==> src/rtl/clkrst_sequencer.sv <==
// -----------------------------------------------------------------------------
// clkrst_sequencer
//
// Purpose: from one free-running clock, generates a held system reset,
// staggered per-channel reset releases, per-channel divided clock-enable ticks
// and a run-cycle limiter with a sticky done flag.
//
// Ports:
//   clk          in   system clock, all logic on the rising edge
//   reset        in   synchronous, active-high reset
//   div_ratio    in   NUM_CH*DIV_W, channel i ratio in [i*DIV_W +: DIV_W]
//   ch_en        in   NUM_CH, per-channel tick enable
//   run_limit    in   RUN_W, cycles allowed in RUN (0 = unlimited),
//                     captured on the RELEASE->RUN transition
//   sys_reset_n  out  active-low system reset
//   ch_rst_n     out  NUM_CH, active-low per-channel resets
//   tick         out  NUM_CH, one-cycle clock-enable pulses
//   running      out  high while in RUN
//   done         out  sticky run-complete flag
//   cycle_count  out  RUN_W, cycles spent in RUN, saturating
//
// Handshakes: none; every output is a registered level or one-cycle pulse.
// -----------------------------------------------------------------------------
module clkrst_sequencer #(
    parameter int NUM_CH       = 4,
    parameter int DIV_W        = 8,
    parameter int RESET_CYCLES = 50,
    parameter int STAGGER      = 4,
    parameter int RUN_W        = 32
) (
    input  logic                    clk,
    input  logic                    reset,
    input  logic [NUM_CH*DIV_W-1:0] div_ratio,
    input  logic [NUM_CH-1:0]       ch_en,
    input  logic [RUN_W-1:0]        run_limit,
    output logic                    sys_reset_n,
    output logic [NUM_CH-1:0]       ch_rst_n,
    output logic [NUM_CH-1:0]       tick,
    output logic                    running,
    output logic                    done,
    output logic [RUN_W-1:0]        cycle_count
);

    localparam int HOLD_W  = $clog2(RESET_CYCLES + 1);
    localparam int STG_MAX = STAGGER * NUM_CH;
    localparam int STG_W   = $clog2(STG_MAX + 1);

    typedef enum logic [1:0] {HOLD, RELEASE, RUN, DONE} state_t;

    state_t              state, state_d;
    logic [HOLD_W-1:0]   hold_cnt, hold_cnt_d;
    logic [STG_W-1:0]    stg_cnt, stg_cnt_d, stg_next;
    logic [RUN_W-1:0]    limit_q, limit_d;
    logic [RUN_W-1:0]    cycle_count_d;
    logic                sys_reset_n_d, running_d, done_d;
    logic [NUM_CH-1:0]   ch_rst_n_d, tick_d;
    logic                finish;
    logic [DIV_W-1:0]    div_cnt   [NUM_CH];
    logic [DIV_W-1:0]    div_cnt_d [NUM_CH];
    logic [DIV_W-1:0]    last_val  [NUM_CH];

    // Terminal count per channel: a ratio of 0 behaves as 1.
    always_comb begin
        for (int i = 0; i < NUM_CH; i++) begin
            last_val[i] = '0;
            if (div_ratio[i*DIV_W +: DIV_W] != '0)
                last_val[i] = div_ratio[i*DIV_W +: DIV_W] - DIV_W'(1);
        end
    end

    // Last RUN edge: the count is one short of a nonzero limit.
    assign finish = (state == RUN) && (limit_q != '0) &&
                    (cycle_count == limit_q - RUN_W'(1));

    always_comb begin
        state_d       = state;
        hold_cnt_d    = hold_cnt;
        stg_cnt_d     = stg_cnt;
        stg_next      = stg_cnt + STG_W'(1);
        limit_d       = limit_q;
        cycle_count_d = cycle_count;
        sys_reset_n_d = sys_reset_n;
        running_d     = running;
        done_d        = done;
        ch_rst_n_d    = ch_rst_n;

        case (state)
            HOLD: begin
                if (hold_cnt == HOLD_W'(RESET_CYCLES)) begin
                    sys_reset_n_d = 1'b1;
                    stg_cnt_d     = '0;
                    state_d       = RELEASE;
                end else begin
                    hold_cnt_d = hold_cnt + HOLD_W'(1);
                end
            end
            RELEASE: begin
                stg_cnt_d = stg_next;
                for (int i = 0; i < NUM_CH; i++) begin
                    if (stg_next == STG_W'(STAGGER * (i + 1)))
                        ch_rst_n_d[i] = 1'b1;
                end
                if (stg_next == STG_W'(STG_MAX)) begin
                    state_d   = RUN;
                    limit_d   = run_limit;
                    running_d = 1'b1;
                end
            end
            RUN: begin
                if (cycle_count != {RUN_W{1'b1}})
                    cycle_count_d = cycle_count + RUN_W'(1);
                if (finish) begin
                    state_d    = DONE;
                    running_d  = 1'b0;
                    done_d     = 1'b1;
                    ch_rst_n_d = '0;
                end
            end
            default: begin
                // DONE: everything holds until reset.
            end
        endcase
    end

    // Dividers. The finishing edge suppresses ticks and clears the counters
    // along with the channel resets.
    always_comb begin
        tick_d = '0;
        for (int i = 0; i < NUM_CH; i++) begin
            div_cnt_d[i] = '0;
            if (ch_rst_n[i] && ch_en[i] && !finish) begin
                if (div_cnt[i] >= last_val[i]) begin
                    tick_d[i] = 1'b1;
                end else begin
                    div_cnt_d[i] = div_cnt[i] + DIV_W'(1);
                end
            end
        end
    end

    always_ff @(posedge clk) begin
        if (reset) begin
            state       <= HOLD;
            hold_cnt    <= '0;
            stg_cnt     <= '0;
            limit_q     <= '0;
            cycle_count <= '0;
            sys_reset_n <= 1'b0;
            running     <= 1'b0;
            done        <= 1'b0;
            ch_rst_n    <= '0;
            tick        <= '0;
            for (int i = 0; i < NUM_CH; i++) div_cnt[i] <= '0;
        end else begin
            state       <= state_d;
            hold_cnt    <= hold_cnt_d;
            stg_cnt     <= stg_cnt_d;
            limit_q     <= limit_d;
            cycle_count <= cycle_count_d;
            sys_reset_n <= sys_reset_n_d;
            running     <= running_d;
            done        <= done_d;
            ch_rst_n    <= ch_rst_n_d;
            tick        <= tick_d;
            for (int i = 0; i < NUM_CH; i++) div_cnt[i] <= div_cnt_d[i];
        end
    end

endmodule

==> config.mk <==
export PLATFORM = sky130hd
export DESIGN_NAME = clkrst_sequencer
export DESIGN_NICKNAME = d
export VERILOG_FILES = /design/src/rtl/clkrst_sequencer.sv
export SDC_FILE = /design/constraint.sdc
export NUM_CORES = 1
export LEC_CHECK = 0
export ABC_AREA = 1
export ABC_CLOCK_PERIOD_IN_PS = 6700
export CORE_MARGIN = 1.5
export CORE_UTILIZATION = 45
export DETAILED_ROUTE_END_ITERATION = 16
export PLACE_DENSITY_LB_ADDON = 0.15
export SYNTH_ARGS = -nofsm -noshare
export SYNTH_HDL_FRONTEND = slang
export SYNTH_SLANG_ARGS = --single-unit
==> constraint.sdc <==
create_clock -name clk -period 6.7 [get_ports clk]
set_input_delay 0.67 -clock clk [delete_from_list [all_inputs] [get_ports clk]]
set_output_delay 0.67 -clock clk [all_outputs]
set_load 0.005 [all_outputs]
==> results.cfg <==
[layout]
fill_cells = 1682
regArea_um2 = 2380
layout-drive-gt1-share_pct = 7.66
final_cells = 1517
n_antenna_cell = 0
fin_util_pct = 56.7
multi_input_area_um2 = 4850
area_growth_pct = 23.9
design_area_um2 = 9750
fin_nets = 1402

[placement]
place_congestion = 0.895
detailed_place_hpwl_mm = 14.9
place.port_buffers = 112
placed_area_um2 = 9180
dp_cells = 1489

[logic_synthesis]
synth-edff-count = 0
avgSynthCellArea_um2 = 6.72
netlist_area_um2 = 7870
synth_cell_types = 45
yosys_warnings = 0
synthCells = 1171
ys_seq_elements = 119
syn-num-nets = 1290
yosysSeqAreaShare_pct = 30.3
synthArstFlopShare_pct = 0
synthFlopType = dfxtp_1

[floorplanning]
core_um2 = 17200
rows = 48
initial_core_util_pct = 45.8
dieArea_um2 = 18300
die_x_um = 135
io_pins = 113
die_h_um = 135

[timing]
setup_viol = 0
final-max-slew-violation-count = 0
relSlewSlack_pct = 32.0
fmax_ghz = 0.299
rsz0062_at_grt = no
fin_tns_setup_ns = 0
worst_pin_slew_ns = 1.02
finalClockSkew_ns = 0.00828
hold_viol = 0
post-route-period-util_pct = 49.9
min_period_ns = 3.34

[status]
status = finished, final reports clean

[clock_tree]
cts_setup_buffers = 0
numCtsBuffers = 17
insertion_delay_ns = 0.41
cts_resized = 0
cts_tree = built
cts_sinks = 119
clk_pin_slew_ns = 0.05
clk_path_buf_depth = 2
root_buffer = clkbuf_16
h-tree-depth = 4
postCtsHoldBufs = 0

[setup_path]
reg2reg_depth = 11
crit_path_end_kind = flip-flop
r2r_slack_ns = 3.58
critPathKind = in -> reg
path_cells = clkdlybuf4s50_1 > inv_1 > ha_1 > inv_1 > nor3_1 > nand2_1 > nor3_1 > a21oi_1 > o21ai_0 > ha_1 > a21oi_1 > o21ai_0 > a211oi_1 > nand3_4 > nor3b_2
required_ns = 7.04
crit_fanout = 8
r2r-start = stg_cnt[0]
critPathArrivalTime_ns = 3.68
crit_path_start_kind = input port
critPathLaunch = div_ratio[24]
slowest_delay_ns = 0.44
slowest_stage = a211oi_1

[grt]
grt_pass1_vias = 6890
grt_max_degree = 54
grt_pass1_wl_mm = 32.3
antenna_found_initial = 0
grt_usage_pct = 22.1
grt_overflow = 0

[power_and_ir_drop]
powerDensity_nw_per_um2 = 173
peakVddDrop_mv = 0.180
p_total_mw = 1.69
power_leakage_nw = 4.26

[worst_hold_path]
hold_depth = 1
hp-start = div_cnt[1][0]
min_path_type = reg -> reg

[routing]
firstDrtPassIters = 6
antenna_left = 0
viasPerCell = 5.02
routedWlPerCell_um = 12.7
drt_iter0_drc = 356
wirelength_mm = 19.3
vias = 7620
drc = 0

[flow_run]
maxCapViolCount = 0
[Yosys cell counts, types with 2 or more instances]
cell type | instances | area (um^2)
nor2_2 | 9 | 56.3
nor3b_2 | 7 | 87.6
nor3_2 | 6 | 60.1
clkinv_1 | 2 | 7.51
xnor2_1 | 10 | 87.6
nor3_1 | 21 | 105
o21a_1 | 7 | 52.6
o21ai_1 | 15 | 75.1
nand3_2 | 2 | 20.0
inv_1 | 135 | 507
nand2_2 | 8 | 50.1
inv_2 | 6 | 22.5
o21ai_0 | 67 | 335
nand3_1 | 65 | 325
buf_2 | 3 | 15.0
nor2_4 | 7 | 78.8
nand3b_1 | 6 | 45.0
a21oi_1 | 77 | 385
nor3b_1 | 3 | 22.5
nand2_1 | 235 | 882
a21o_1 | 3 | 22.5
and3_1 | 2 | 12.5
dfxtp_1 | 119 | 2380
a21boi_0 | 2 | 15.0
buf_4 | 2 | 15.0
a211oi_1 | 4 | 30.0
nor4_1 | 9 | 56.3
or2_2 | 16 | 100
nand4_1 | 14 | 87.6
mux2i_1 | 3 | 30.0
nand2_4 | 3 | 33.8
ha_1 | 49 | 613
xor2_1 | 37 | 324
nor2_1 | 189 | 709
nand3_4 | 5 | 87.6
clkbuf_1 | 13 | 48.8
and2_1 | 2 | 12.5
[where the power goes]
part	internal [mW]	switching, mW	leakage (nW)
Clock	0.569	0.300	0.283
Combinational	0.0612	0.0485	3.02
Sequential	0.710	0.00131	0.959
[layout by cell type (no fill, tap or decap), drive strengths merged, types with 2 or more instances in the layout]
cell type,instances
nand2,246
clkbuf,25
nor4,9
xnor2,10
nand3,72
nand4,14
o21ai,83
nand3b,6
nor3b,10
or2,16
clkinv,5
nor2,205
o21a,7
a21oi,77
a21boi,2
and2,2
nor3,27
dfxtp,119
ha,49
a211oi,4
a21o,3
and3,2
inv,140
clkdlybuf4s50,112
xor2,37
mux2i,3
[area by class of cell]
cell class,count,share of cell area [%]
Multi-Input combinational cell,889,49.8
Tap cell,225,2.89
Clock inverter,3,0.411
Timing Repair Buffer,113,11.6
Clock buffer,25,5.39
Inverter,143,5.51
Sequential cell,119,24.4
[state kept, by name, indices dropped and copies added, names as in the netlist]
name,flops
div_cnt,32
stg_cnt,5
hold_cnt,6
tick,4
cycle_count,32
done,1
state,2
sys_reset_n,1
ch_rst_n,4
limit_q,32
[metrics by stage]
| stage | hold slack (ns) | setup WS, ns |
|---|---|---|
| after global placement | 0.443 | 3.00 |
| after floorplan | 0.430 | 3.79 |
| after CTS | 0.464 | 3.33 |
| after global routing | 0.488 | 2.90 |
| final | 0.460 | 3.36 |
| after detailed placement | 0.451 | 2.91 |
[worst max-delay path, delay by kind of cell]
| kind | cells | cell delay, ns |
|---|---|---|
| AOI/OAI and AO/OA | 5 | 0.82 |
| adders and majority gates | 2 | 0.45 |
| buffers and inverters | 3 | 0.54 |
| and+or+nand+nor | 5 | 1.18 |
[layer usage]
metal  share of wire [%]  global-route usage (%)
met3                 4.7                    4.19
met4                 1.6                    7.11
met1                  50                    30.7
met2                  44                    34.6
met5                   0                       0
[logic make-up (layout without fill, tap and decap cells)]
| kind of cell | after synthesis | in the layout | synth area share, % |
|---|---|---|---|
| buf+inv | 163 | 284 | 8.06 |
| mux | 3 | 3 | 0.382 |
| fa+ha+maj | 49 | 49 | 7.79 |
| simple gates | 610 | 610 | 36.1 |
| flops | 119 | 119 | 30.3 |
| xor+xnor | 47 | 47 | 5.23 |
| compound gates | 180 | 180 | 12.2 |
[final timing paths]
check	end
max	div_cnt[3][4]
min reg2reg	div_cnt[1][0]
min	div_cnt[1][0]
max reg2reg	limit_q[28]
Power figures use the tool's default switching activity.
==> variant 1 (same flow settings) <==
The parameter `STAGGER` goes from 4 to 8.
--- a/src/rtl/clkrst_sequencer.sv
+++ b/src/rtl/clkrst_sequencer.sv
@@ -25,7 +25,7 @@
     parameter int NUM_CH       = 4,
     parameter int DIV_W        = 8,
     parameter int RESET_CYCLES = 50,
-    parameter int STAGGER      = 4,
+    parameter int STAGGER      = 8,
     parameter int RUN_W        = 32
 ) (
     input  logic                    clk,
Function: no difference found for any inputs over 10 cycles, from zero or initial values and one cycle with reset high; that may be too few to reach the edited logic, so the function may still have changed.
==> variant 1 against the unedited design <==
Power increased by 2.5%; critical path type is now flip-flop to flip-flop; first-iteration DRC count up 21%; worst setup slack better by 160 ps; highest routed layer unchanged; wire length up 5.6%; global-route usage rose by 0.61 points; register-to-register slack got worse by 60 ps; worst hold slack worse by 5.6 ps; sequential cell count rose by 1; final area rose by 1.7%; synthesized area up 1.8%.
==> variant 1: results (changes against the unedited design) <==
| Metric | Value |
|---|---|
| Status | finished, final reports clean |
| DR WL met3 | 1.161 mm (+29%) |
| Biggest regs | cycle_count (32), div_cnt (32), limit_q (32) |
| First drt pass iteration count | 5 (-1) |
| Last element of the critical path | state[1] |
| Gr usage total | 22.73% (+0.61 points) |
| Global-route wire length before repair | 33.49 mm (+3.5%) |
| Clock network power | 0.000906 W (+4.3%) |
| Syn_nets | 1343 (+4.1%) |
| VDD IR-drop max | 0.0001729 V (-3.7%) |
| GRT met2 Usage | 37.82% (+3.2 points) |
| Synth area leaders | dfxtp_1, nand2_1, nor2_1 |
| # diodes | 0 (unchanged) |
| Tightest Hold Check Type | flip-flop to flip-flop |
| Clk buf depth | 2 (unchanged) |
| PostCTS Resize Cnt | 0 (unchanged) |
| Reg2reg setup slack | 3520 ps (-60 ps) |
| Tot Pwr | 0.001732 W (+2.5%) |
| Reg2Reg Depth | 16 (+5) |
| Final HPWL DP | 15.49 mm (+4.1%) |
| Met1 Use GR | 29.62% (-1.1 points) |
| Setup crit start | limit_q[0] |
| Grt met3 use | 4.325% (+0.14 points) |
| H-tree level count | 4 (unchanged) |
| Cell variety after synth | 39 (-13%) |
| Area post-placement | 9325 um^2 (+1.6%) |
| Antenna violations before repair | 0 (unchanged) |
| M1 WL | 9.731 mm (+0.63%) |
| Sw frac | 21.72% (+1.0 points) |
| Crit path DAT | 3500 ps (-180 ps) |
| Sequential Power Share | 41.4% (-0.7 points) |
| Register area share after synthesis | 30.00% (-0.28 points) |
| Synthesis warning total | 0 (unchanged) |
| Overall routed net length | 20.37 mm (+5.6%) |
| Pleak | 4.228 nW (-0.84%) |
| Clock-pin slew of the registers on the worst-case setup and hold paths | 60 ps |
| Port Buffers | 112 (unchanged) |
| Root buffer cell | clkbuf_16 |
| Async SR Flop Fraction | 0% (unchanged) |
| Largest net degree at the start of global routing | 73 (+35%) |
| Critical Path Fanout Max | 11 (+3) |
| Nets | 1455 (+3.8%) |
| Vias in the first global route | 7286 (+5.7%) |
| Fin Clk Skew | 13.56 ps (+5.275 ps) |
| Final hold vios | 0 (unchanged) |
| GP Congestion | 0.9092 (+1.5%) |
| CP top delay family | simple AND/OR/NAND/NOR gates |
| Slowest stage delay, CP | 550 ps (+110 ps) |
| Number of buffers created by CTS | 17 (unchanged) |
| Slew @ Worst Pin | 845.3 ps (-171.1 ps) |
| Initial detailed-routing violation count | 430 (+21%) |
| Met2 WL | 9.149 mm (+8.9%) |
| Share of cells above drive strength 1 | 6.079% (-1.6 points) |
| Top cells by count, synth | nand2_1, nor2_1, inv_1 |
| DR vias | 7961 (+4.5%) |
| Worst path slowest cell | nor2_2 |
| Dominant synthesized flop cell | dfxtp_1 |
| Clk Latency, worst-skew pair | 420 ps |
==> variant 1: cell types whose count changed in the layout (fill, tap and decap cells not counted), moves of 6 or more <==
cell      unedited run  this run
inv_1              134       155
nand2_1            235       254
nand4_1             14        27
xnor2_1             10        22
a21oi_1             77        87
o21ai_1             15         6
clkbuf_8             7         0
nor3b_2              7         0
nor4_1               9        16
o21ai_0             67        73
==> variant 1: cell type report <==
class / count / area [um^2]
fillers: 1773 / 7445
multi-input cells: 926 / 4916
flip-flops and latches: 120 / 2402
repair buffers: 114 / 1136
inverters: 157 / 589.3
clock buffers: 18 / 429.2
well taps: 225 / 281.5
clock inverters: 14 / 157.7
==> variant 1: through the flow <==
step           hold WS (ps)  std cells  setup WS, ps
2_1_floorplan         429.7       1224          3996
3_3_place_gp          436.4       1542          3197
3_5_place_dp          449.9       1542          3171
4_1_cts               457.9       1574          3529
5_1_grt               481.1       1574          3213
6_report              454.2       1574          3517
==> variant 1: worst min path at each step <==
stage                        from             to  slack, ps  cells past startpoint
floorplan           div_cnt[0][0]  div_cnt[0][0]        430                      1
detailed placement           done           done        450                      2
global route        div_cnt[1][0]  div_cnt[1][0]        480                      1
CTS                          done           done        460                      2
global placement             done           done        440                      2
finish                       done           done        450                      2
==> variant 1: cells by family after synthesis <==
| logic type | count (synthesis) | share of synthesized area [%] |
|---|---|---|
| AND/OR/NAND/NOR | 635 | 35.22 |
| XOR/XNOR | 56 | 6.125 |
| adder cells (fa/ha/maj) | 49 | 7.656 |
| flip-flops | 120 | 30.00 |
| AO/OA/AOI/OAI | 183 | 12.02 |
| buffers and inverters | 178 | 8.609 |
| multiplexers | 3 | 0.3750 |
==> variant 2 (same settings) <==
Made on the original files. Add an input register stage for `div_ratio`, `ch_en` and `run_limit`, without a reset; this delays them by one clock. Comments in the files are not updated.
--- a/src/rtl/clkrst_sequencer.sv
+++ b/src/rtl/clkrst_sequencer.sv
@@ -47,6 +47,16 @@
 
     typedef enum logic [1:0] {HOLD, RELEASE, RUN, DONE} state_t;
 
+    logic [NUM_CH*DIV_W-1:0] div_ratio_q;
+    logic [NUM_CH-1:0] ch_en_q;
+    logic [RUN_W-1:0] run_limit_q;
+
+    always_ff @(posedge clk) begin
+        div_ratio_q <= div_ratio;
+        ch_en_q     <= ch_en;
+        run_limit_q <= run_limit;
+    end
+
     state_t              state, state_d;
     logic [HOLD_W-1:0]   hold_cnt, hold_cnt_d;
     logic [STG_W-1:0]    stg_cnt, stg_cnt_d, stg_next;
@@ -63,8 +73,8 @@
     always_comb begin
         for (int i = 0; i < NUM_CH; i++) begin
             last_val[i] = '0;
-            if (div_ratio[i*DIV_W +: DIV_W] != '0)
-                last_val[i] = div_ratio[i*DIV_W +: DIV_W] - DIV_W'(1);
+            if (div_ratio_q[i*DIV_W +: DIV_W] != '0)
+                last_val[i] = div_ratio_q[i*DIV_W +: DIV_W] - DIV_W'(1);
         end
     end
 
@@ -102,7 +112,7 @@
                 end
                 if (stg_next == STG_W'(STG_MAX)) begin
                     state_d   = RUN;
-                    limit_d   = run_limit;
+                    limit_d   = run_limit_q;
                     running_d = 1'b1;
                 end
             end
@@ -128,7 +138,7 @@
         tick_d = '0;
         for (int i = 0; i < NUM_CH; i++) begin
             div_cnt_d[i] = '0;
-            if (ch_rst_n[i] && ch_en[i] && !finish) begin
+            if (ch_rst_n[i] && ch_en_q[i] && !finish) begin
                 if (div_cnt[i] >= last_val[i]) begin
                     tick_d[i] = 1'b1;
                 end else begin
Function: same outputs for any inputs over 10 cycles, from zero or initial values and one cycle with reset high; that may be too few to reach the edited logic, so the function may still have changed.
==> variant 2 against the unedited design <==
Combinational power up 72%; wire length increased by 14%; worst setup slack gained 440 ps; highest routed layer unchanged; sequential cell count rose by 68; sequential power rose by 64%; worst hold slack better by 6.8 ps; final area grew 16%; synthesized area is 18% higher; power up 43%; largest cell class unchanged; first-iteration DRC count grew 41%; fmax up 15%; utilization decreased by 0.95 points.
==> variant 2: results (changes against the unedited design) <==
| Metric | Value |
|---|---|
| Wire per inst | 13.21 um (+3.9%) |
| Gr usage total | 21.26% (-0.87 points) |
| Slew @ Worst Pin | 572.1 ps (-444.2 ps) |
| CP top delay family | simple AND/OR/NAND/NOR gates |
| GP Congestion | 0.9060 (+1.2%) |
| First drt pass iteration count | 6 (unchanged) |
| Vias in the first global route | 7619 (+11%) |
| Initial detailed-routing violation count | 501 (+41%) |
| Setup bufs post-CTS | 0 (unchanged) |
| # diodes | 0 (unchanged) |
| Top sig layer | met4 |
| Crit path DAT | 3250 ps (-430 ps) |
| Post-place setup slack | 3799 ps (+893.1 ps) |
| Final period util | 43.33% (-6.6 points) |
| Root buffer cell | clkbuf_16 |
| Clk buf depth | 2 (unchanged) |
| Hold_ws | 466.5 ps (+6.780 ps) |
| Clock-pin slew of the registers on the worst-case setup and hold paths | 70 ps (+20 ps) |
| Fin Clk Skew | 18.41 ps (+10.12 ps) |
| Async SR Flop Fraction | 0% (unchanged) |
| DR vias | 8280 (+8.7%) |
| Register area share after synthesis | 40.31% (+10 points) |
| VDD IR-drop max | 0.0001598 V (-11%) |
| Worst path slowest cell | nor3_1 |
| DR WL met3 | 1.243 mm (+38%) |
| Share of cells above drive strength 1 | 5.937% (-1.7 points) |
| Number of buffers created by CTS | 17 (unchanged) |
| Tightest Hold Check Type | flip-flop to flip-flop |
| Cell variety after synth | 44 (-2.2%) |
| Port Buffers | 112 (unchanged) |
| Pleak | 4.834 nW (+13%) |
| Global-route wire length before repair | 36.73 mm (+14%) |
| Synthesis warning total | 0 (unchanged) |
| Met2 WL | 9.581 mm (+14%) |
| Synth area leaders | dfxtp_1, nand2_1, nor2_1 |
| Nets | 1505 (+7.3%) |
| Top cells by count, synth | nand2_1, nor2_1, dfxtp_1 |
| Slowest stage delay, CP | 380 ps (-60 ps) |
| Syn_nets | 1393 (+8.0%) |
| Clk Latency, worst-skew pair | 440 ps (+30 ps) |
| Largest net degree at the start of global routing | 55 (+1.9%) |
| Final HPWL DP | 16.70 mm (+12%) |
| H-tree level count | 4 (unchanged) |
| Status | finished, final reports clean |
| M1 WL | 10.78 mm (+11%) |
| Area post-placement | 10670 um^2 (+16%) |
variant 2: cell types whose count changed after synthesis, moves of 7 or more:
| cell | change |
|---|---|
| nand4_1 | +10 |
| dfxtp_1 | +68 |
| nand2_1 | +21 |
| o21ai_1 | -11 |
| nor3_1 | +12 |
| xnor2_1 | +15 |
| nor3b_2 | -7 |
| nand3_1 | +9 |
variant 2: layout make-up:
cell class              count  area [um^2]
fillers                  1919         8946
multi-input cells         916         4892
repair buffers            115         1144
inverters                 148        555.5
clock buffers              21        460.4
clock inverters            11        155.1
flip-flops and latches    187         3744
well taps                 270        337.8
variant 2: power by group:
group | switching (W) | internal (W) | total [W]
registers | 0.0000266 | 0.00115 | 0.00117
clock network | 0.000442 | 0.000613 | 0.00106
logic | 0.0000932 | 0.0000954 | 0.000189
total | 0.000562 | 0.00186 | 0.00242
variant 2: metal layers:
layer | track usage, % | vias to the layer above
met5 | 0 | -
met4 | 7.980 | 0
met3 | 4.594 | 31
met2 | 32.48 | 214
met1 | 29.32 | 3716
li1 | - | 4319
variant 2: stage by stage:
step | instances | util (%)
after CTS | 1668 | 55.79
after global placement | 1636 | 52.75
after detailed placement | 1636 | 52.75
final | 1668 | 55.79
after global routing | 1668 | 55.79
after floorplan | 1273 | -
variant 2: cell families (layout without fill, tap and decap cells):
group	count (synthesis)	after routing	share of synthesized area [%]
xor+xnor	60	60	5.806
buf+inv	170	295	7.019
compound gates	160	160	9.066
fa+ha+maj	50	50	6.736
mux	3	3	0.3233
flops	187	187	40.31
simple gates	643	643	30.74
variant 2: final timing paths:
check                  start            end  cells after the start
min reg2reg    div_cnt[2][0]  div_cnt[2][0]                      1
min            div_cnt[2][0]  div_cnt[2][0]                      1
max reg2reg  div_ratio_q[24]  div_cnt[3][2]                     14
max          div_ratio_q[24]  div_cnt[3][2]                     14
